## src/rtl/vm_pkg.sv

```systemverilog
// Shared vending-machine definitions: coin denominations, their rupee values and
// the change-dispenser state encoding.
package vm_pkg;

   localparam int NUM_DEN = 5;

   typedef enum logic [2:0] {
      DEN_5   = 3'd0,
      DEN_10  = 3'd1,
      DEN_20  = 3'd2,
      DEN_50  = 3'd3,
      DEN_100 = 3'd4
   } den_e;

   typedef enum logic [2:0] {
      ST_IDLE  = 3'd0,
      ST_PLAN  = 3'd1,
      ST_EJECT = 3'd2,
      ST_GAP   = 3'd3,
      ST_FAULT = 3'd4
   } state_e;

   function automatic logic [6:0] den_val(input logic [2:0] idx);
      case (idx)
         DEN_5:   return 7'd5;
         DEN_10:  return 7'd10;
         DEN_20:  return 7'd20;
         DEN_50:  return 7'd50;
         DEN_100: return 7'd100;
         default: return 7'd0;
      endcase
   endfunction

endpackage

```

## src/rtl/coin_inventory.sv

```systemverilog
// Per-denomination coin stock: saturating increment on deposit, decrement on eject,
// and a refill that loads every counter with its maximum.
module coin_inventory
   import vm_pkg::*;
#(
   parameter int CNT_W    = 4,
   parameter int INIT_CNT = 4
) (
   input  logic                            clk,
   input  logic                            rst,
   input  logic                            inc,
   input  logic [2:0]                      inc_sel,
   input  logic                            dec,
   input  logic [2:0]                      dec_sel,
   input  logic                            refill,
   output logic [NUM_DEN-1:0][CNT_W-1:0]   counts
);

   localparam logic [CNT_W-1:0] CNT_MAX = '1;

   logic [NUM_DEN-1:0] inc_hit;
   logic [NUM_DEN-1:0] dec_hit;

   // NOTE: every combinational output gets a default before any branch, so no
   // path can leave it unassigned and infer a latch.
   always_comb begin
      inc_hit = '0;
      dec_hit = '0;
      for (int i = 0; i < NUM_DEN; i++) begin
         inc_hit[i] = inc && (inc_sel == 3'(i));
         dec_hit[i] = dec && (dec_sel == 3'(i));
      end
   end

   // NOTE: the counter array is architectural state, so it is reset entry by
   // entry rather than left undefined like a scratch RAM.
   always_ff @(posedge clk) begin
      if (rst) begin
         for (int i = 0; i < NUM_DEN; i++) counts[i] <= CNT_W'(INIT_CNT);
      end else begin
         for (int i = 0; i < NUM_DEN; i++) begin
            if (refill)
               counts[i] <= CNT_MAX;
            else if (inc_hit[i] && !dec_hit[i] && counts[i] != CNT_MAX)
               counts[i] <= counts[i] + 1'b1;
            else if (dec_hit[i] && !inc_hit[i])
               counts[i] <= counts[i] - 1'b1;
         end
      end
   end

endmodule

```

## src/rtl/change_dispenser_ctrl.sv

```systemverilog
// Change-return sequencer: greedy coin split against live stock, then one coin per
// valid/ack handshake to the eject mechanism, with a sticky timeout fault.
module change_dispenser_ctrl
   import vm_pkg::*;
#(
   parameter int AMT_W         = 9,
   parameter int CNT_W         = 4,
   parameter int INIT_CNT      = 4,
   parameter int EJECT_TIMEOUT = 15
) (
   input  logic                       clk,
   input  logic                       rst,
   input  logic                       req_valid,
   input  logic [AMT_W-1:0]           req_amount,
   output logic                       req_ready,
   input  logic                       coin_in_vld,
   input  logic [2:0]                 coin_in_sel,
   input  logic                       refill,
   output logic                       eject_valid,
   output logic [2:0]                 eject_sel,
   input  logic                       eject_ack,
   output logic                       done,
   output logic                       fail,
   output logic                       fault,
   output logic [NUM_DEN*CNT_W-1:0]   inv_counts
);

   localparam int TMO_W = $clog2(EJECT_TIMEOUT + 1);

   state_e                        state_q, state_d;
   logic [AMT_W-1:0]              rem_q, quo, sub;
   logic [2:0]                    idx_q, ej_sel;
   logic [NUM_DEN-1:0][CNT_W-1:0] plan_q, stock;
   logic [CNT_W-1:0]              n_take;
   logic [TMO_W-1:0]              tmo_q;
   logic                          done_q, fail_q, done_d, fail_d;
   logic                          plan_any, ack_hit;

   assign plan_any = |plan_q;
   assign ack_hit  = (state_q == ST_EJECT) && eject_ack;

   // Constant divisor per denomination keeps the planner free of a real divider.
   always_comb begin
      quo = '0;
      for (int i = 0; i < NUM_DEN; i++)
         if (idx_q == 3'(i)) quo = rem_q / AMT_W'(den_val(3'(i)));
   end

   assign n_take = (quo > AMT_W'(stock[idx_q])) ? stock[idx_q] : quo[CNT_W-1:0];
   assign sub    = AMT_W'(n_take) * AMT_W'(den_val(idx_q));

   always_comb begin
      ej_sel = '0;
      for (int i = 0; i < NUM_DEN; i++)
         if (plan_q[i] != '0) ej_sel = 3'(i);
   end

   always_comb begin
      state_d = state_q;
      done_d  = 1'b0;
      fail_d  = 1'b0;
      case (state_q)
         ST_IDLE: begin
            if (req_valid) begin
               if (req_amount % AMT_W'(5) != '0) fail_d  = 1'b1;
               else                               state_d = ST_PLAN;
            end
         end
         ST_PLAN: begin
            if (idx_q == 3'(DEN_5)) begin
               if (rem_q != sub) begin
                  fail_d  = 1'b1;
                  state_d = ST_IDLE;
               end else if (plan_any || n_take != '0) begin
                  state_d = ST_EJECT;
               end else begin
                  done_d  = 1'b1;
                  state_d = ST_IDLE;
               end
            end
         end
         ST_EJECT: begin
            if (eject_ack)                                state_d = ST_GAP;
            else if (tmo_q == TMO_W'(EJECT_TIMEOUT - 1)) state_d = ST_FAULT;
         end
         ST_GAP: begin
            if (plan_any) begin
               state_d = ST_EJECT;
            end else begin
               done_d  = 1'b1;
               state_d = ST_IDLE;
            end
         end
         ST_FAULT: state_d = ST_FAULT;
         default:  state_d = ST_IDLE;
      endcase
   end

   // NOTE: sequential state uses non-blocking assignments so every register
   // samples the pre-edge values, independent of statement order.
   always_ff @(posedge clk) begin
      if (rst) begin
         state_q <= ST_IDLE;
         rem_q   <= '0;
         idx_q   <= 3'(DEN_100);
         plan_q  <= '0;
         tmo_q   <= '0;
         done_q  <= 1'b0;
         fail_q  <= 1'b0;
      end else begin
         state_q <= state_d;
         done_q  <= done_d;
         fail_q  <= fail_d;
         tmo_q   <= (state_q == ST_EJECT && !eject_ack) ? tmo_q + 1'b1 : '0;
         case (state_q)
            ST_IDLE: begin
               plan_q <= '0;
               rem_q  <= req_amount;
               idx_q  <= 3'(DEN_100);
            end
            ST_PLAN: begin
               plan_q[idx_q] <= n_take;
               rem_q         <= rem_q - sub;
               if (idx_q != 3'(DEN_5)) idx_q <= idx_q - 1'b1;
            end
            ST_EJECT: begin
               if (eject_ack) plan_q[ej_sel] <= plan_q[ej_sel] - 1'b1;
            end
            default: ;
         endcase
      end
   end

   coin_inventory #(
      .CNT_W    (CNT_W),
      .INIT_CNT (INIT_CNT)
   ) u_inventory (
      .clk     (clk),
      .rst     (rst),
      .inc     (coin_in_vld),
      .inc_sel (coin_in_sel),
      .dec     (ack_hit),
      .dec_sel (ej_sel),
      .refill  (refill && state_q == ST_IDLE),
      .counts  (stock)
   );

   assign req_ready   = (state_q == ST_IDLE);
   assign eject_valid = (state_q == ST_EJECT);
   assign eject_sel   = eject_valid ? ej_sel : 3'd0;
   assign done        = done_q;
   assign fail        = fail_q;
   assign fault       = (state_q == ST_FAULT);
   assign inv_counts  = stock;

endmodule

```

## config.mk

```make
export PLATFORM = sky130hd
export DESIGN_NAME = change_dispenser_ctrl
export DESIGN_NICKNAME = d
export VERILOG_FILES = /design/src/rtl/vm_pkg.sv /design/src/rtl/coin_inventory.sv /design/src/rtl/change_dispenser_ctrl.sv
export SDC_FILE = /design/constraint.sdc
export NUM_CORES = 1
export LEC_CHECK = 0
export ABC_AREA = 1
export CAP_MARGIN = 25
export CORE_UTILIZATION = 40
export CTS_CLUSTER_SIZE = 24
export DETAILED_ROUTE_END_ITERATION = 7
export DONT_BUFFER_PORTS = 1
export MAX_ROUTING_LAYER = met4
export SLEW_MARGIN = 20
export SYNTH_ARGS = -nofsm -noshare
export SYNTH_HDL_FRONTEND = slang
export SYNTH_HIERARCHICAL = 1
export SYNTH_SLANG_ARGS = --single-unit
```

## constraint.sdc

```tcl
create_clock -name clk -period 7.41 [get_ports clk]
set_input_delay 0.741 -clock clk [delete_from_list [all_inputs] [get_ports clk]]
set_output_delay 0.741 -clock clk [all_outputs]
set_load 0.02 [all_outputs]
```

* After elaboration in Yosys (flattened, before gate mapping)
Cells that the tools add are included.
Word-level totals: register bits 61, input bits 18, output and inout bits 28, word-level logic and storage cells 214
Operators by class: add/sub/neg operators 14, multiply operators 1, div/mod/pow operators 6, magnitude comparators 5, eq/ne operators 29, mux-type cells 66, bitwise operators 1, reduce and logical (&&, ||, !) cells 71
Operators by type and width (count):
- two-way mux 4 bit | 20
- one-hot mux 20 bit (3 select lines) | 1
- divider 9 x 7 -> 9 bit | 5
- two-way mux 9 bit | 5
- bitwise mux 20 bit | 2
- two-way mux 7 bit | 5
- one-hot mux 7 bit (5 select lines) | 1
- logical AND 1 bit | 30
- two-way mux 3 bit | 10
- adder 4 x 1 -> 4 bit, second input constant | 6
- binary-select mux 4 bit (select 3 bit) | 2
- demux 4 bit (select 3 bit) | 2
- == test 3 x 2 -> 1 bit, second input constant | 8
- subtractor 4 x 1 -> 4 bit, second input constant | 6
- nonzero test 3 bit | 7
- two-way mux 20 bit | 1
- != test 4 bit, second input constant | 5
- nonzero test 4 bit | 5
- OR reduction 20 bit | 1
- one-hot mux 9 bit (2 select lines) | 1
- one-hot mux 3 bit (5 select lines) | 1
- == test 3 x 1 -> 1 bit, second input constant | 4
- == test 3 bit, second input constant | 4
- logical NOT 3 bit | 4
- 24 further kinds | 57

* Logic depth before layout (Yosys ltp)
depth in word-level cells 16, mapped depth 62

* By module
Netlist, hierarchy kept.
By module, submodules not included:
- change_dispenser_ctrl | times used 1, cells an instance 908, area an instance 5426.5 sq um, sequential area each 820.8 sq um
- coin_inventory | times used 1, cells an instance 248, area an instance 1609.0 sq um, sequential area each 400.4 sq um

* Worst setup path after synthesis
Ideal clock, no wire load.
kind flip-flop to flip-flop, start point register rem_q[6], end point register state_q[1], setup time 0.070 ns, data arrival time 6.774 ns, data required time 7.340 ns, slack 0.566 ns, cell stages (with the launch flop) 57, path buffers 0, period minus slack after synthesis 6.844 ns, cell sequence dfxtp_1 > inv_2 > nor2_4 > inv_1 > nand3_1 > nand2_1 > nand2_1 > nand2_2 > nand2_2 > nand2_2 > nand2_2 > nand2_4 > nand2_4 > nand3_2 > nand2_2 > nand3_2 > nand2_2 > nand2_4 > [... 21 more ...] > inv_1 > fa_1 > inv_1 > ha_1 > a21oi_1 > nand2_1 > a21oi_1 > o21ai_0 > xnor2_1 > ha_1 > inv_1 > nor4_1 > nand2_2 > nor2_1 > nand2_1 > nand2_1 > nand3_1 > a21oi_1
Between the ends: word-level cells in the longest chain between the ends 14
RTL lines:
- from (decl) | line change_dispenser_ctrl.sv:31 | logic [AMT_W-1:0] rem_q, quo, sub;
- from (signal assigned) | line change_dispenser_ctrl.sv:118 | rem_q <= req_amount;
- from (signal assigned) | line change_dispenser_ctrl.sv:123 | rem_q <= rem_q - sub;
- branches (longest 11 deep; another with divider 9 x 7 -> 9 bit)
- two-way mux 2 bit * | line change_dispenser_ctrl.sv:71 | if (rem_q != sub) begin
- two-way mux 3 bit * | line change_dispenser_ctrl.sv:70 | if (idx_q == 3'(DEN_5)) begin
- one-hot mux 3 bit (5 select lines) * | line change_dispenser_ctrl.sv:62 | case (state_q)
- to (signal assigned) | line change_dispenser_ctrl.sv:111 | state_q <= state_d;
- to (decl) | line change_dispenser_ctrl.sv:30 | state_e state_q, state_d;
Mark *: on every way between the ends. The select of a mux whose other input is x is not followed. A chain may end at the register's enable or synchronous reset.

* Worst setup path after layout
start point register rem_q[8], end point register state_q[1]
The elaborated chain is that of the path after synthesis.

==> impl_metrics.yaml <==
outcome:
  status: "completed"
drt:
  wl_mm: 19.7
  wl_per_cell_um: 14.0
  drc: 0
  drtPass1Iterations: 6
  post_drt_via_cell_ratio: 5.23
  drt.antenna.violating_nets: 0
  num_vias: 7375
  drt_iter0_drc: 439
floorplan:
  num_rows: 48
  start_util_pct: 40.8
  die-width_um: 135
  core_um2: 17200
  dieArea_um2: 18100
  num_io_pins: 46
  die-height_um: 135
cts:
  cts_root_buf: "clkbuf_16"
  cts_tree: "built"
  htree_num_levels: 3
  numCtsBuffers: 9
  path_clk_slew_ns: 0.06
  clock_path_buffers: 2
  clock_sinks: 61
  clock_latency_ns: 0.35
  postCtsHoldBufs: 0
global_routing:
  grt_pass1_vias: 6574
  grt_pass1_wl_mm: 32.1
  grt_usage_pct: 22.7
  grt_overflow: 0
  antenna_found_initial: 0
  grt_max_degree: 37
yosys:
  yosys.area.top_type: "dfxtp_1"
  synth_cell_types: 52
  ys_ff_latch: 61
  syn_avg_cell_area_um2: 6.09
  syn_nets: 1234
  synth-edff-count: 0
  yosys_warnings: 6
  synth_area_leaders: "dfxtp_1 17%, nand2_1 15%, inv_1 8.9%"
  synthFlopType: "dfxtp_1"
  syn_inst: 1156
  async_flop_share_pct: 0
  netlist_area_um2: 7040
  yosysSeqAreaShare_pct: 17.4
  yosys.area.top_type_share_pct: 17.4
placement:
  place_inst: 1379
  place_congestion: 0.925
  port_buffers: 0
  hpwl_mm: 15.0
setup_path:
  cp.arrival_ns: 7.20
  reg2reg_depth: 50
  cp_slowest_cell: "fa_1"
  critPathKind: "flop to flop"
  crit_end: "state_q[1]"
  max_stage_delay_ns: 0.54
  critPathMaxFanout: 5
  ff2ff_setup_slack_ns: 0.49
  end_kind: "flop"
  timing.critical_path.from: "rem_q[8]"
  cpMostUsedCell: "nand2_2"
  r2r_start: "rem_q[8]"
  cp-start-kind: "flop"
  cp.required_ns: 7.69
  worstReg2RegEnd: "state_q[1]"
sta:
  fmax_ghz: 0.145
  rsz0062_at_grt: "yes"
  fin_setup_tns_ns: 0
  finClkSkew_ns: 0.00388
  setup_violations: 0
  layout_min_cycle_time_ns: 6.92
  finalCritPeriodShare_pct: 93.4
  drv_slew: 0
  hold_violations: 0
  worst_pin_slew_ns: 0.851
  relSlewSlack_pct: 42.9
power_and_ir_drop:
  p_per_area_nw_per_um2: 383
  ir_drop_uv: 278
  power.leakage_uw: 0.00382
cells_and_area:
  drive_gt1_share_pct: 15.9
  layout_common_cells: "278 x nand2_1, 158 x inv_1, 115 x nor2_1"
  final_common_cell: "nand2_1"
  diodes: 0
  area_delta_synth_final_pct: 14.2
  fin_cells: 1409
  num-nets-final: 1258
job:
  maxCapViolCount: 0
worst_hold_path:
  hp-class: "input port to flop"
[cell type report]
type	count	area (um2)
fillers	1790	9200
clock inverters	5	52.6
repair buffers	33	259
well taps	225	282
flip-flops and latches	61	1230
clock buffers	10	229
multi-input cells	886	5270
inverters	189	716
[worst min path at each step]
| stage | from | end | slack, ns | cells after the start |
|---|---|---|---|---|
| floorplan | tmo_q[0] | tmo_q[0] | 0.43 | 1 |
| global placement | tmo_q[0] | tmo_q[0] | 0.45 | 1 |
| detailed placement | tmo_q[0] | tmo_q[0] | 0.46 | 1 |
| CTS | rst | u_inventory/counts[12] | 0.45 | 1 |
| global route | rst | u_inventory/counts[8] | 0.45 | 1 |
| finish | rst | u_inventory/counts[9] | 0.46 | 1 |
[routing by layer]
layer  routed length, um  part of all wire, %  global-route usage, %  vias up
li1                    -                    -                      -     3835
met1                9440                   48                   30.3     3352
met2                9000                   46                   35.2      168
met3                 918                  4.7                   3.98       20
met4                 303                  1.5                   5.93        0
met5                   0                    0                      -        -
[logic make-up (layout without fill, tap and decap cells)]
logic type	after synthesis	count (layout)	share of synthesized area [%]
flops	61	61	17.4
simple gates	572	572	37.1
compound gates	233	233	19.2
xor+xnor	21	21	2.61
buf+inv	209	237	11.4
fa+ha+maj	60	60	12.4
[synth_stat cells (all sizes together), types with 4 or more instances]
| master | number |
|---|---|
| nand2 | 322 |
| inv | 185 |
| nor2 | 124 |
| a21oi | 83 |
| o21ai | 82 |
| nand3 | 81 |
| dfxtp | 61 |
| ha | 44 |
| a31oi | 25 |
| o211ai | 20 |
| nand4 | 19 |
| fa | 16 |
| clkbuf | 15 |
| nor3 | 11 |
| xor2 | 11 |
| xnor2 | 10 |
| nand3b | 6 |
| a221oi | 5 |
| a22oi | 5 |
| buf | 5 |
| nor4 | 5 |
| clkinv | 4 |
| or2 | 4 |
[through the flow]
stage	setup slack [ns]	cell area (um2)	util [%]	hold slack, ns	total power (uW)
after floorplan	0.566	7040	-	0.430	1890
after global placement	0.119	7370	42.7	0.447	2300
after detailed placement	0.0793	7370	42.7	0.458	2310
after CTS	0.0509	7650	44.4	0.447	2730
after global routing	-0.0872	8040	46.6	0.449	3380
final	0.490	8040	46.6	0.457	3080
[flip-flops by register name, summed over array words and instances, names as in the netlist]
signal / flops
plan_q: 20
rem_q: 9
tmo_q: 4
idx_q: 3
u_inventory/counts: 20
fail: 1
done: 1
state_q: 3
[power breakdown]
group	switching [uW]	total (uW)	internal, uW
clock network	161	417	256
registers	74.8	441	366
logic	1380	2220	840
[critical path, delay by kind of cell (launching register included)]
kind / cells / cell delay [ns]
buffers and inverters: 5 / 0.44
XOR/XNOR: 1 / 0.15
AO/OA/AOI/OAI: 5 / 0.70
flip-flops: 1 / 0.36
adder cells (fa/ha/maj): 5 / 1.97
AND/OR/NAND/NOR: 34 / 3.23
[repair_timing]
| action | in CTS | in global routing |
|---|---|---|
| endpoints found under the setup margin | 0 | 8 |
| gates resized for setup | 0 | 77 |
| buffers inserted | 0 | 15 |
Note: power is estimated with default switching activity, not from simulation.
